**src/rtl/divide_iter_if.sv**
```systemverilog
`default_nettype none
// ============================================================================
// divide_iter_if : operand/result handshake bundle for divide_iter
// Revision       : 1.0
// ============================================================================
interface divide_iter_if #(
    parameter int D_WIDTH   = 32,
    parameter int TAG_WIDTH = 8
);
    logic                 in_valid;
    logic                 in_ready;
    logic [D_WIDTH-1:0]   dividend;
    logic [D_WIDTH-1:0]   divisor;
    logic [TAG_WIDTH-1:0] in_tag;
    logic                 out_valid;
    logic                 out_ready;
    logic [D_WIDTH-1:0]   quotient;
    logic [D_WIDTH-1:0]   remainder;
    logic [TAG_WIDTH-1:0] out_tag;
    logic                 div_zero;
    logic                 overflow;

    modport master (
        output in_valid, dividend, divisor, in_tag, out_ready,
        input  in_ready, out_valid, quotient, remainder, out_tag, div_zero, overflow
    );

    modport slave (
        input  in_valid, dividend, divisor, in_tag, out_ready,
        output in_ready, out_valid, quotient, remainder, out_tag, div_zero, overflow
    );
endinterface
`default_nettype wire

```
**src/rtl/divide_iter.sv**
```systemverilog
`default_nettype none
// ============================================================================
// divide_iter : signed Q-format iterative restoring divider with handshake,
//               tag passthrough, divide-by-zero and overflow saturation
// Revision    : 1.0
// ============================================================================
module divide_iter #(
    parameter int Q_BITS         = 10,
    parameter int D_WIDTH        = 32,
    parameter int BITS_PER_CYCLE = 1,
    parameter int TAG_WIDTH      = 8
) (
    input  logic         clock,
    input  logic         reset,
    divide_iter_if.slave bus
);
    localparam int c_NUM_W = D_WIDTH + Q_BITS;
    localparam int c_ITER  = c_NUM_W / BITS_PER_CYCLE;
    localparam int c_CNT_W = $clog2(c_ITER + 1);

    localparam logic [1:0] c_IDLE = 2'd0;
    localparam logic [1:0] c_CALC = 2'd1;
    localparam logic [1:0] c_FIX  = 2'd2;
    localparam logic [1:0] c_DONE = 2'd3;

    localparam logic [c_NUM_W-1:0] c_POS_LIM = {{(Q_BITS+1){1'b0}}, {(D_WIDTH-1){1'b1}}};
    localparam logic [c_NUM_W-1:0] c_NEG_LIM = c_POS_LIM + c_NUM_W'(1);
    localparam logic [D_WIDTH-1:0] c_SAT_POS = {1'b0, {(D_WIDTH-1){1'b1}}};
    localparam logic [D_WIDTH-1:0] c_SAT_NEG = {1'b1, {(D_WIDTH-1){1'b0}}};

    logic [1:0]           r_state;
    logic [1:0]           w_next_state;
    logic [c_CNT_W-1:0]   r_cnt;
    logic [c_NUM_W-1:0]   r_num;
    logic [D_WIDTH-1:0]   r_rem;
    logic [D_WIDTH-1:0]   r_dvs;
    logic                 r_neg_a;
    logic                 r_neg_q;
    logic [TAG_WIDTH-1:0] r_tag;

    logic [D_WIDTH-1:0]   r_quotient;
    logic [D_WIDTH-1:0]   r_remainder;
    logic [TAG_WIDTH-1:0] r_out_tag;
    logic                 r_div_zero;
    logic                 r_overflow;

    logic                 w_in_ready;
    logic                 w_out_valid;
    logic [D_WIDTH-1:0]   w_abs_a;
    logic [D_WIDTH-1:0]   w_abs_b;
    logic [D_WIDTH:0]     w_shift;
    logic [D_WIDTH:0]     w_diff;
    logic                 w_ge;
    logic [D_WIDTH-1:0]   w_rem_step;
    logic [c_NUM_W-1:0]   w_num_step;
    logic                 w_ovf;
    logic [D_WIDTH-1:0]   w_q_fixed;
    logic [D_WIDTH-1:0]   w_r_fixed;

    // Negating MIN wraps back to MIN, which read unsigned is exactly |MIN|.
    assign w_abs_a = bus.dividend[D_WIDTH-1] ? -bus.dividend : bus.dividend;
    assign w_abs_b = bus.divisor[D_WIDTH-1]  ? -bus.divisor  : bus.divisor;

    // r_num shifts numerator bits out of the top while quotient bits enter at the bottom.
    always_comb begin
        w_rem_step = r_rem;
        w_num_step = r_num;
        w_shift    = '0;
        w_diff     = '0;
        w_ge       = 1'b0;
        for (int k = 0; k < BITS_PER_CYCLE; k++) begin
            w_shift    = {w_rem_step, w_num_step[c_NUM_W-1]};
            w_diff     = w_shift - {1'b0, r_dvs};
            w_ge       = (w_shift >= {1'b0, r_dvs});
            w_rem_step = w_ge ? w_diff[D_WIDTH-1:0] : w_shift[D_WIDTH-1:0];
            w_num_step = {w_num_step[c_NUM_W-2:0], w_ge};
        end
    end

    assign w_ovf     = r_neg_q ? (r_num > c_NEG_LIM) : (r_num > c_POS_LIM);
    assign w_q_fixed = r_neg_q ? -r_num[D_WIDTH-1:0] : r_num[D_WIDTH-1:0];
    assign w_r_fixed = r_neg_a ? -r_rem : r_rem;

    always_ff @(posedge clock) begin
        if (!reset) r_state <= c_IDLE;
        else        r_state <= w_next_state;
    end

    always_comb begin
        w_next_state = r_state;
        case (r_state)
            c_IDLE: if (bus.in_valid) w_next_state = (bus.divisor == '0) ? c_FIX : c_CALC;
            c_CALC: if (r_cnt == c_CNT_W'(c_ITER - 1)) w_next_state = c_FIX;
            c_FIX:  w_next_state = c_DONE;
            c_DONE: if (bus.out_ready) w_next_state = c_IDLE;
            default: w_next_state = c_IDLE;
        endcase
    end

    always_comb begin
        w_in_ready  = (r_state == c_IDLE);
        w_out_valid = (r_state == c_DONE);
    end

    always_ff @(posedge clock) begin
        if (!reset) begin
            r_cnt       <= '0;
            r_num       <= '0;
            r_rem       <= '0;
            r_dvs       <= '0;
            r_neg_a     <= 1'b0;
            r_neg_q     <= 1'b0;
            r_tag       <= '0;
            r_quotient  <= '0;
            r_remainder <= '0;
            r_out_tag   <= '0;
            r_div_zero  <= 1'b0;
            r_overflow  <= 1'b0;
        end else begin
            case (r_state)
                c_IDLE: if (bus.in_valid) begin
                    r_num   <= c_NUM_W'(w_abs_a) << Q_BITS;
                    r_rem   <= '0;
                    r_dvs   <= w_abs_b;
                    r_neg_a <= bus.dividend[D_WIDTH-1];
                    r_neg_q <= bus.dividend[D_WIDTH-1] ^ bus.divisor[D_WIDTH-1];
                    r_tag   <= bus.in_tag;
                    r_cnt   <= '0;
                end
                c_CALC: begin
                    r_num <= w_num_step;
                    r_rem <= w_rem_step;
                    r_cnt <= r_cnt + c_CNT_W'(1);
                end
                c_FIX: begin
                    r_out_tag <= r_tag;
                    if (r_dvs == '0) begin
                        r_quotient  <= r_neg_a ? c_SAT_NEG : c_SAT_POS;
                        r_remainder <= '0;
                        r_div_zero  <= 1'b1;
                        r_overflow  <= 1'b0;
                    end else if (w_ovf) begin
                        r_quotient  <= r_neg_q ? c_SAT_NEG : c_SAT_POS;
                        r_remainder <= '0;
                        r_div_zero  <= 1'b0;
                        r_overflow  <= 1'b1;
                    end else begin
                        r_quotient  <= w_q_fixed;
                        r_remainder <= w_r_fixed;
                        r_div_zero  <= 1'b0;
                        r_overflow  <= 1'b0;
                    end
                end
                default: ;
            endcase
        end
    end

    assign bus.in_ready  = w_in_ready;
    assign bus.out_valid = w_out_valid;
    assign bus.quotient  = r_quotient;
    assign bus.remainder = r_remainder;
    assign bus.out_tag   = r_out_tag;
    assign bus.div_zero  = r_div_zero;
    assign bus.overflow  = r_overflow;
endmodule
`default_nettype wire

```
**src/flat_wrapper.sv**
```systemverilog
// flat-port wrapper written by rule: the top's interface ports become plain ports
module divide_iter_flat 
#(
    parameter int Q_BITS         = 10,
    parameter int D_WIDTH        = 32,
    parameter int BITS_PER_CYCLE = 1,
    parameter int TAG_WIDTH      = 8
)
  (clock, reset, bus_in_valid, bus_dividend, bus_divisor, bus_in_tag, bus_out_ready, bus_in_ready, bus_out_valid, bus_quotient, bus_remainder, bus_out_tag, bus_div_zero, bus_overflow);
  divide_iter_if #(.D_WIDTH(D_WIDTH), .TAG_WIDTH(TAG_WIDTH)) bus_i ();
  input  logic clock;
  input  logic reset;
  input wire logic [$bits(bus_i.in_valid)-1:0] bus_in_valid;
  input wire logic [$bits(bus_i.dividend)-1:0] bus_dividend;
  input wire logic [$bits(bus_i.divisor)-1:0] bus_divisor;
  input wire logic [$bits(bus_i.in_tag)-1:0] bus_in_tag;
  input wire logic [$bits(bus_i.out_ready)-1:0] bus_out_ready;
  output wire logic [$bits(bus_i.in_ready)-1:0] bus_in_ready;
  output wire logic [$bits(bus_i.out_valid)-1:0] bus_out_valid;
  output wire logic [$bits(bus_i.quotient)-1:0] bus_quotient;
  output wire logic [$bits(bus_i.remainder)-1:0] bus_remainder;
  output wire logic [$bits(bus_i.out_tag)-1:0] bus_out_tag;
  output wire logic [$bits(bus_i.div_zero)-1:0] bus_div_zero;
  output wire logic [$bits(bus_i.overflow)-1:0] bus_overflow;
  assign bus_i.in_valid = bus_in_valid;
  assign bus_i.dividend = bus_dividend;
  assign bus_i.divisor = bus_divisor;
  assign bus_i.in_tag = bus_in_tag;
  assign bus_i.out_ready = bus_out_ready;
  assign bus_in_ready = bus_i.in_ready;
  assign bus_out_valid = bus_i.out_valid;
  assign bus_quotient = bus_i.quotient;
  assign bus_remainder = bus_i.remainder;
  assign bus_out_tag = bus_i.out_tag;
  assign bus_div_zero = bus_i.div_zero;
  assign bus_overflow = bus_i.overflow;
  divide_iter #(.Q_BITS(Q_BITS), .D_WIDTH(D_WIDTH), .BITS_PER_CYCLE(BITS_PER_CYCLE), .TAG_WIDTH(TAG_WIDTH)) u_core (.clock(clock), .reset(reset), .bus(bus_i));
endmodule
```
**config.mk**
```make
export PLATFORM = sky130hd
export DESIGN_NAME = divide_iter_flat
export DESIGN_NICKNAME = d
export VERILOG_FILES = /design/src/rtl/divide_iter_if.sv /design/src/rtl/divide_iter.sv /design/src/flat_wrapper.sv
export SDC_FILE = /design/constraint.sdc
export NUM_CORES = 1
export LEC_CHECK = 0
export BUFFER_PORTS_ARGS = -buffer_cell sky130_fd_sc_hd__buf_2
export CORE_UTILIZATION = 30
export CTS_CLUSTER_DIAMETER = 100
export CTS_CLUSTER_SIZE = 16
export DETAILED_ROUTE_END_ITERATION = 10
export HOLD_SLACK_MARGIN = 0.05
export SLEW_MARGIN = 15
export SYNTH_ARGS = -nofsm -noshare
export SYNTH_HDL_FRONTEND = slang
export SYNTH_SLANG_ARGS = --single-unit
```
**constraint.sdc**
```tcl
create_clock -name clock -period 6.6 [get_ports clock]
set_clock_uncertainty 0.05 [all_clocks]
set_input_delay 1.32 -clock clock [delete_from_list [all_inputs] [get_ports clock]]
set_output_delay 1.32 -clock clock [all_outputs]
set_load 0.05 [all_outputs]
```
Yosys cells after proc, flatten, opt, wreduce, memory -nomap -nowiden
Cells that the tools add are included.

word-level totals
  bits in registers = 198
  output and inout port bits = 76
  word-level logic and storage cells = 63

cells by class
  equality and inequality tests = 7
  multiplexer cells = 26
  bitwise gates (word level) = 1
  reductions and logical operators = 7
  add/sub/neg operators = 6
  order comparisons = 3

operators by type and width
  operator                                                                           number
  32-bit two-way mux                                                                 12
  32-bit negator                                                                     4
  42-bit one-hot mux with 2 select lines                                             1
  32-bit logical NOT                                                                 2
  32-bit one-hot mux with 2 select lines                                             1
  42-bit by 31-bit greater-than comparator with 1-bit output, second input constant  1
  42-bit by 32-bit greater-than comparator with 1-bit output, second input constant  1
  42-bit two-way mux                                                                 1
  33-bit by 32-bit >= comparator with 1-bit output                                   1
  32-bit subtractor                                                                  1
  6-bit one-hot mux with 2 select lines                                              1
  2-bit two-way mux                                                                  4
  2-bit one-hot mux with 4 select lines                                              1
  6-bit by 1-bit adder with 6-bit output, second input constant                      1
  6-bit equality test, second input constant                                         1
  6-bit two-way mux                                                                  1
  2-bit equality test, second input constant                                         2
  1-bit two-way mux                                                                  4
  2-bit != test, second input constant                                               2
  2-bit AND reduction                                                                2
  3-bit AND reduction                                                                1
  2-bit by 1-bit equality test with 1-bit output, second input constant              1
  2-bit logical NOT                                                                  1
  2-bit by 1-bit != test with 1-bit output, second input constant                    1
  2 further kinds                                                                    2

Logic depth before layout (Yosys ltp)
Gate-level depths: netlist of run 1.

  depth after elaboration = 4
  depth in mapped cells = 14

Least setup slack after synthesis of run 1
OpenSTA, ideal clock, no wires.

  path type = input port to flip-flop
  from = input port bus_divisor[8]
  to = register u_core.r_dvs[30]
  path buffers = 0
  stages = 8
  arrival = 3809 ps
  required time = 6434 ps
  setup slack = 2625 ps
  cells stage by stage = or4_4 > or4_4 > or4_4 > or3_4 > o41ai_2 > xor2_1 > nand2_1 > o211a_1

between the ends
  cells in the longest elaborated chain, start to end = 2

ends and longest elaborated chain
  item                  RTL line            RTL
  from (decl)           flat_wrapper.sv:15  input wire logic [$bits(bus_i.divisor)-1:0] bus_divisor;
  32-bit negator        divide_iter.sv:62   assign w_abs_b = bus.divisor[D_WIDTH-1] ? -bus.divisor : bus.divisor;
  32-bit two-way mux    divide_iter.sv:62
  to (signal assigned)  divide_iter.sv:124  r_dvs <= w_abs_b;
  to (decl)             divide_iter.sv:36   logic [D_WIDTH-1:0] r_dvs;

Every way passes these cells.
A chain may end at the register's enable or synchronous reset.

Worst setup path after layout of run 1
  from = input port bus_dividend[0]
  to = register u_core.r_num[40]

between the ends
  cells in the longest elaborated chain, start to end = 4

ends and longest elaborated chain
  item                                    RTL line            RTL
  from (decl)                             flat_wrapper.sv:14  input wire logic [$bits(bus_i.dividend)-1:0] bus_dividend;
  32-bit negator                          divide_iter.sv:61   assign w_abs_a = bus.dividend[D_WIDTH-1] ? -bus.dividend : bus.dividend;
  32-bit two-way mux                      divide_iter.sv:61
  42-bit two-way mux                      divide_iter.sv:121  c_IDLE: if (bus.in_valid) begin
  42-bit one-hot mux with 2 select lines  divide_iter.sv:120  case (r_state)
  to (signal assigned)                    divide_iter.sv:122  r_num <= c_NUM_W'(w_abs_a) << Q_BITS;
  to (signal assigned)                    divide_iter.sv:131  r_num <= w_num_step;
  to (decl)                               divide_iter.sv:34   logic [c_NUM_W-1:0] r_num;

Every way passes these cells. The select of a mux whose other input is x is not followed.

==> flow_summary.ini, run 1 <==
[place]
routabilityCongestion = 0.888
portBuffers = 151
dp_hpwl_mm = 25.4

[global_route]
antenna_found_initial = 1
grt_pass1_vias = 10100
grt_pass1_wl_mm = 54.7
grt_max_degree = 91
grt_usage_pct = 16.5
overflow = 0

[sta]
period_needed_ns = 3.91
holdWs_ns = 0.405
timing.fmax_ghz = 0.256
rsz0062_at_grt = false
tns_ns = 0
finalHoldViolCount = 0
worstMarginPinSlew_ns = 1.13
period_share_pct = 59.3
report.final.slew_viol_count = 0
timing.slew.headroom_pct = 24.6
setup_viol = 0

[cts]
post_cts_buffers = 0
root_buffer = clkbuf_16
path_clk_slew_ns = 0.08
clk_path_buf_depth = 2
ctsHtreeMaxLevel = 4
cts_tree = built
numCtsBuffers = 17
cts_resized = 0
clk_latency_ns = 0.46
cts_hold_buf = 0
clock-sinks = 198

[final_layout]
layout.nets = 1746
final_layout_size_suffix_gt1_share_pct = 13.6
mostFrequentLayoutCells = nand2_1, dfxtp_1, buf_2, o21ai_0, xor2_1
final_common_cell = nand2_1
area_growth_pct = 14.1

[worst_setup_path]
endpoint_kind = flop
cp.required_ns = 6.91
critPathSlowestCell = or4b_2
critPathMaxStageDelay_ns = 0.65
cp_cell_sequence = buf_2 -> inv_1 -> ha_1 -> or4b_2 -> nor4_1 -> nand3_1 -> or4_1 -> o41ai_1 -> xor2_1 -> nor2_1 -> a21oi_1 -> o21ai_1
startpoint_type = input port
crit_type = input port to flop
worst_ep_arrival_time_ns = 4.22
crit_fanout = 4

[drt]
drc_errors = 0
dr_total_vias = 10900
viasPerCell = 5.05
wl_mm = 33.6
first_pass_iters = 7
drt_iter0_drc = 728
ant_nets = 0
wl_per_cell_um = 15.5

[floorplan]
design.die.area_um2 = 41300
ioPinCount = 152
rows = 73
die_w_um = 203
initial_utilization_pct = 30.5
die_h_um = 203
core_um2 = 39800

[flow_run]
drv_cap = 0

[yosys]
synth-seq-area-share_pct = 32.6
synthArstFlopShare_pct = 0
synth_area_um2 = 12200
avgSynthCellArea_um2 = 7.86
synth_edf_count = 0
netlist_instances = 1548
netlist-cell-type-count = 59
ys_dominant_reg_cell = dfxtp_1
ys_ff_latch = 198
ys_warn_count = 0
synth_nets = 1667

[power_and_ir_drop]
p_per_area_nw_per_um2 = 346
p_leak_nw = 5.76
irDropWorstVdd_v = 0.000196

[status]
status = finished, final reports clean

[worst_hold_path]
hp-class = flop to flop
layout make-up:
cell class	instances	area [µm²]
Tap cell	525	657
Multi-Input combinational cell	1193	7630
Clock inverter	15	155
Inverter	56	210
Sequential cell	198	3960
Clock buffer	17	425
Timing Repair Buffer	161	833
Fill cell	4221	25900
Antenna cell	1	2.50
cell usage after synthesis, drive strengths merged, types with 28 or more instances:
library cell  instances  area share, %
a21boi               62            3.8
xnor2                73            5.3
nor2b                28            1.4
xor2                 79            5.7
o31ai                35            2.2
clkbuf               87            2.7
dfxtp               198             33
o21ai               157            6.5
ha                   42            4.3
inv                  56            1.7
a21oi                74            3.0
mux2i                32            2.6
o211a                33            2.7
nand2               280            8.6
nor2                 44            1.4
nand3                43            1.8
state kept, by name, summed over array words and instances, names as in the netlist, 6 cells and up:
signal and count:
u_core.bus.remainder 32, u_core.r_dvs 32, u_core.bus.quotient 32, u_core.r_cnt 6
u_core.bus.out_tag 8, u_core.r_rem 32, u_core.r_num 42, u_core.r_tag 8
final timing paths:
path                              endpoint  slack [ns]                startpoint  cells past startpoint
setup / recovery          u_core.r_num[40]        2.69           bus_dividend[0]                     12
hold / removal    u_core.bus.remainder[31]        0.41  u_core.bus.remainder[31]                      2
setup reg to reg          u_core.r_rem[30]        2.95           u_core.r_dvs[0]                     12
hold reg to reg   u_core.bus.remainder[31]        0.41  u_core.bus.remainder[31]                      2
where the power goes:
part           switching (mW)  internal, mW  total [mW]
Clock                   0.543         0.507        1.05
Sequential              0.222          1.41        1.63
Combinational            1.43         0.687        2.12
critical path: cells and delay by family:
kind,cells,cell delay (ns)
simple gates,5,1.75
fa+ha+maj,1,0.18
buf+inv,2,0.18
compound gates,3,0.61
xor+xnor,1,0.17
cell families (layout without fill, tap and decap cells):
family	count (synthesis)	after routing	share of synthesized area (%)
DFF	198	198	32.6
buffers and inverters	157	249	4.90
AOI/OAI and AO/OA	457	457	24.8
adders and majority gates	43	43	4.49
muxes	33	33	2.73
other	0	1	0
and+or+nand+nor	508	508	19.6
xor gates and xnor gates	152	152	10.9
stage by stage:
step	util [%]	total power, mW	setup slack (ns)	instance area, µm²	cells
floorplan	-	3.22	2.62	12200	1548
global placement	33.4	3.75	2.20	13300	2133
detailed placement	33.4	3.77	2.21	13300	2133
CTS	34.8	4.83	2.70	13900	2165
global route	34.8	5.14	2.34	13900	2166
finish	34.8	4.80	2.69	13900	2166
layer usage:
metal / global-route usage, % / vias up / wire, µm
met1: 24.5 / 5087 / 18100
li1: - / 5629 / -
met3: 2.05 / 21 / 970
met2: 24.5 / 198 / 14100
met5: 0 / - / 0
met4: 4.83 / 0 / 425
(Power assumes the default switching activity.)
==> run 2: changes to the inputs <==
--- a/config.mk
+++ b/config.mk
@@ -5,6 +5,7 @@
 export SDC_FILE = /design/constraint.sdc
 export NUM_CORES = 1
 export LEC_CHECK = 0
+export ABC_AREA = 1
 export BUFFER_PORTS_ARGS = -buffer_cell sky130_fd_sc_hd__buf_2
 export CORE_UTILIZATION = 30
 export CTS_CLUSTER_DIAMETER = 100
==> constraint.sdc (replaced) <==
create_clock -name clock -period 3.6 [get_ports clock]
set_clock_uncertainty 0.05 [all_clocks]
set_input_delay 0.72 -clock clock [delete_from_list [all_inputs] [get_ports clock]]
set_output_delay 0.72 -clock clock [all_outputs]
set_load 0.05 [all_outputs]
==> run 2 against run 1 <==
Wire length up 46%. Power grew 130%. Design area up 18%. Clock power rose by 87%. Die area is 18% higher. Synthesized area rose by 19%. Count of clock-buffer cells in the layout unchanged. Hold slack better by 0.015 ns. Global-route usage grew 3.7 points. Via count is 42% higher. Critical path type is now flop to flop. Largest cell class unchanged. Largest power group unchanged.
==> flow_summary.ini, run 2 <==
[final_layout]
final_common_cell = nand2_1
finalInstanceArea_um2 = 16300
layout.nets = 2653
final_layout_size_suffix_gt1_share_pct = 10.2
top_register = u_core.r_num
fillCellCount = 5241
area_growth_pct = 13.4
largest_register_ff_count = 42
mostFrequentLayoutCells = nand2_1, inv_1, nor2_1, a21oi_1, dfxtp_1

[cts]
numCtsBuffers = 17
cts_tree = built
cts_hold_buf = 0
clk_latency_ns = 0.47
path_clk_slew_ns = 0.07
post_cts_buffers = 0
clock-sinks = 198
cts_resized = 0
clk_path_buf_depth = 2
ctsHtreeMaxLevel = 4
root_buffer = clkbuf_16

[sta]
report.final.slew_viol_count = 0
setup_viol = 0
period_share_pct = 84.4
tns_ns = 0
holdWs_ns = 0.420
timing.slew.headroom_pct = 53.1
rsz0062_at_grt = false
period_needed_ns = 3.04
worstMarginPinSlew_ns = 0.703
finalHoldViolCount = 0
timing.fmax_ghz = 0.329

[power_and_ir_drop]
power.total_mw = 10.8
p_leak_nw = 8.04
irDropWorstVdd_v = 0.000416
p_per_area_nw_per_um2 = 664

[yosys]
netlist_instances = 2433
netlist-cell-type-count = 49
synth_edf_count = 0
yosys-top-cells-count = nand2_1, inv_1, nor2_1, a21oi_1, dfxtp_1
yosysTopAreaCell = dfxtp_1
avgSynthCellArea_um2 = 5.92
synth_area_leaders = dfxtp_1, nand2_1, inv_1
yosysTopAreaCellShare_pct = 27.5
synthArstFlopShare_pct = 0
yosysMostFrequentCell = nand2_1
ys_warn_count = 0
synth-seq-area-share_pct = 27.5
ys_ff_latch = 198
synth_area_um2 = 14400
synth_nets = 2552
ys_dominant_reg_cell = dfxtp_1

[worst_setup_path]
r2r_cells = 12
critPathMaxStageDelay_ns = 0.44
r2r_end = u_core.r_num[0]
crit_fanout = 33
rrSetupSlack_ns = 0.56
critPathSlowestCell = nand2_2
startpoint_type = flop
cp.required_ns = 3.92
startpoint = u_core.r_dvs[5]
r2r_start = u_core.r_dvs[5]
crit_family = simple AND/OR/NAND/NOR gates
worst_ep_arrival_time_ns = 3.36
critical_path_depth = 12
cp.buffers_inverters = 1
cp_cell_sequence = inv_1 -> ha_1 -> nand2_1 -> nor2_1 -> nand3_1 -> nand3_1 -> nand2_1 -> nand2_1 -> nand2_2 -> nand2_2 -> nand2_2 -> a21oi_1
crit_end = u_core.r_num[0]
endpoint_kind = flop
crit_type = flop to flop

[drt]
dr_total_vias = 15600
top_layer_used = met4
wl_per_cell_um = 15.6
ant_nets = 0
wl_mm = 49.2
first_pass_iters = 6
drc_errors = 0
m1WireLength_mm = 23.2
route.met3.wl_mm = 2.15
drt_iter0_drc = 1192
viasPerCell = 4.93
met2_length_mm = 22.5

[floorplan]
design.die.area_um2 = 48900
rows = 79
core_um2 = 47000
die_h_um = 221
die_w_um = 221
ioPinCount = 152
initial_utilization_pct = 30.7

[global_route]
antenna_found_initial = 1
grt_usage_pct = 20.2
grt_pass1_vias = 14600
overflow = 0
grt_max_degree = 58
grt_pass1_wl_mm = 79.4

[status]
status = finished, final reports clean

[place]
routabilityCongestion = 0.982
portBuffers = 151
placed_area_um2 = 15800
dp_hpwl_mm = 39.2

[flow_run]
drv_cap = 0

[worst_hold_path]
hp-start = u_core.bus.remainder[31]
hp-class = flop to flop
-- run 2: cells by family after synthesis --
| kind of cell | count (synthesis) | share of synthesized area [%] |
|---|---|---|
| and+or+nand+nor | 1301 | 38.0 |
| buffers and inverters | 415 | 11.2 |
| AOI/OAI and AO/OA | 395 | 14.7 |
| DFF | 198 | 27.5 |
| xor gates and xnor gates | 81 | 4.92 |
| adders and majority gates | 43 | 3.79 |
-- run 2: report_power, final --
group	switching [mW]	internal (mW)	leakage [nW]
Sequential	0.367	2.66	1.61
Combinational	4.17	1.69	6.13
Clock	0.978	0.984	0.291
-- run 2: final cells by class --
cell class | instances | area, µm² | share of cell area (%)
flip-flops and latches | 198 | 3960 | 24.3
repair buffers | 173 | 971 | 5.94
clock inverters | 15 | 156 | 0.957
multi-input cells | 1820 | 8840 | 54.1
well taps | 607 | 759 | 4.65
diodes | 1 | 2.50 | 0.0153
inverters | 324 | 1220 | 7.46
clock buffers | 17 | 425 | 2.60
-- run 2: routing by layer --
metal,global-route usage (%),vias to the layer above
li1,-,7965
met1,26.9,7134
met2,33.4,385
met3,2.76,66
met4,6.47,0
met5,0,-
-- run 2: stage by stage --
step	setup slack, ns	cells	utilization [%]
6_report	0.563	3155	34.8
4_1_cts	0.602	3154	34.8
2_1_floorplan	1.32	2433	-
3_3_place_gp	0.572	3122	33.6
5_1_grt	0.219	3154	34.8
3_5_place_dp	0.631	3122	33.6
-- run 2: worst reg2reg max path, delay by kind of cell, from the launching register on --
kind                       cells  cell delay (ns)
adders and majority gates      1             0.36
buffers and inverters          1             0.07
AOI/OAI and AO/OA              1             0.27
and+or+nand+nor                9             1.75
DFF                            1             0.43
-- run 2: worst min path at each step --
| stage | to | slack [ns] | cells past startpoint |
|---|---|---|---|
| final | u_core.bus.remainder[31] | 0.42 | 2 |
| after global routing | u_core.bus.remainder[31] | 0.45 | 2 |
| after CTS | u_core.bus.remainder[31] | 0.42 | 2 |
| after detailed placement | u_core.bus.remainder[31] | 0.41 | 2 |
| after global placement | u_core.bus.remainder[31] | 0.41 | 2 |
| after floorplan | u_core.r_num[38] | 0.40 | 2 |
==> run 3: changes to the inputs <==
==> constraint.sdc (replaced) <==
create_clock -name clock -period 3 [get_ports clock]
set_clock_uncertainty 0.05 [all_clocks]
set_input_delay 0.6 -clock clock [delete_from_list [all_inputs] [get_ports clock]]
set_output_delay 0.6 -clock clock [all_outputs]
set_load 0.05 [all_outputs]
==> run 3 against run 2 <==
First-iteration DRC count decreased by 0.34%. Worst setup slack worse by 0.32 ns. Largest power group unchanged. Critical path depth is 3 higher. Design area is 0.67% higher. Count of clock-buffer cells in the layout unchanged. Critical endpoint is now u_core.r_rem[26]. Combinational power increased by 23%. Critical path type unchanged. Sequential cell count unchanged. Largest cell class unchanged. Non-clock buffer count increased by 13.
==> flow_summary.ini, run 3 (same netlist as run 2, synthesis figures left out) <==
[status]
status = finished, final reports clean

[place]
portBuffers = 151
routabilityCongestion = 0.955
dp_hpwl_mm = 40.9
placed_area_um2 = 15900
post-place-ws_ns = 0.248

[global_route]
antenna_found_initial = 2
overflow = 0
grt_max_degree = 61
grt_pass1_vias = 14600
grt_pass1_wl_mm = 81.0
grt_usage_pct = 21.0

[sta]
setup_viol = 0
fin_ws_ns = 0.243
period_needed_ns = 2.76
timing.fmax_ghz = 0.363
tns_ns = 0
worstMarginPinSlew_ns = 0.683
period_share_pct = 91.9
timing.slew.headroom_pct = 54.2
report.final.slew_viol_count = 0
finalHoldViolCount = 0
rsz0062_at_grt = false

[cts]
clock-sinks = 198
root_buffer = clkbuf_16
clk_path_buf_depth = 2
clk_latency_ns = 0.49
post_cts_buffers = 0
cts_tree = built
cts_hold_buf = 0
numCtsBuffers = 17
path_clk_slew_ns = 0.08
ctsHtreeMaxLevel = 4
cts_resized = 0

[floorplan]
core_um2 = 47000
rows = 79
initial_utilization_pct = 30.7
design.die.area_um2 = 48900
die_w_um = 221
ioPinCount = 152
die_h_um = 221

[worst_setup_path]
endpoint_kind = flop
cp.required_ns = 3.33
crit_type = flop to flop
crit_fanout = 5
r2r_cells = 15
r2r_start = u_core.r_dvs[0]
rrSetupSlack_ns = 0.24
startpoint_type = flop
r2r_end = u_core.r_rem[26]
worst_ep_arrival_time_ns = 3.08

[worst_hold_path]
hp-class = input port to flop
whs_path_depth = 3
holdPathEnd = u_core.r_tag[0]
hp-start = bus_in_tag[0]

[power_and_ir_drop]
power.total_mw = 13.2
p_leak_nw = 8.09
irDropWorstVdd_v = 0.000501
p_per_area_nw_per_um2 = 801

[drt]
first_pass_iters = 8
wl_mm = 50.9
viasPerCell = 4.93
drc_errors = 0
wl_per_cell_um = 16.1
dr_total_vias = 15600
drt_iter0_drc = 1188
ant_nets = 0

[final_layout]
layout.nets = 2666
final_layout_size_suffix_gt1_share_pct = 10.6
mostFrequentLayoutCells = nand2_1, inv_1, nor2_1, a21oi_1, dfxtp_1
largest_register_ff_count = 42
fin_util_pct = 35.0
top_register = u_core.r_num
finalInstanceArea_um2 = 16400
area_growth_pct = 14.1
final_common_cell = nand2_1

[flow_run]
drv_cap = 0
==> run 3: cell count changes in the layout (fill, tap and decap cells not counted), sizes merged <==
cell | previous run | this run
buf | 173 | 186
clkinv | 7 | 5
clkinvlp | 0 | 3
diode | 1 | 2
inv | 331 | 329
==> run 3: layout make-up <==
cell class / instances / area [µm²]
clock inverter: 14 / 141
clock buffer: 17 / 425
multi-input combinational: 1820 / 8840
antenna: 2 / 5.00
timing repair buffer: 186 / 1090
inverter: 324 / 1220
fill: 5232 / 30500
sequential: 198 / 3960
tap: 607 / 759
==> run 3: where the power goes <==
group | leakage, nW | total [mW] | switching [mW] | internal, mW
registers | 1.61 | 3.62 | 0.431 | 3.19
logic | 6.21 | 7.23 | 5.16 | 2.07
clock network | 0.271 | 2.32 | 1.16 | 1.16
==> run 3: critical path, cell delays in order, from the launching register on <==
cell,delay (ns)
dfxtp_1,0.43
ha_1,0.18
inv_1,0.08
fa_1,0.47
nand3_1,0.12
nand3_1,0.29
nand2_1,0.15
nand2_1,0.16
nand2_1,0.10
nand2_1,0.11
nand2_1,0.16
nand2_1,0.08
nand2_1,0.08
nand3_1,0.08
nand2_1,0.07
a21oi_1,0.05
==> run 3: per-stage QoR <==
stage	std cells	hold WS, ns
floorplan	2433	0.395
global placement	3135	0.408
detailed placement	3135	0.408
CTS	3166	0.279
global route	3167	0.316
finish	3168	0.311
==> run 3: routing by layer <==
metal / track usage (%) / vias to the layer above / part of all wire (%)
li1: - / 7989 / -
met1: 27.9 / 7189 / 47
met2: 34.6 / 399 / 47
met3: 3.73 / 48 / 4.7
met4: 5.75 / 0 / 1.8
met5: 0 / - / 0
==> run 3: how the worst max path moves through the flow <==
stage | slack [ns] | cells past startpoint | end | startpoint
detailed placement | 0.25 | 13 | u_core.r_rem[10] | u_core.r_dvs[0]
floorplan | 0.73 | 8 | u_core.r_num[16] | u_core.r_state[0]
global placement | 0.26 | 13 | u_core.r_rem[10] | u_core.r_dvs[0]
CTS | 0.23 | 13 | u_core.r_rem[10] | u_core.r_dvs[0]
finish | 0.24 | 15 | u_core.r_rem[26] | u_core.r_dvs[0]
global route | 0.08 | 14 | u_core.r_rem[10] | u_core.r_num[41]
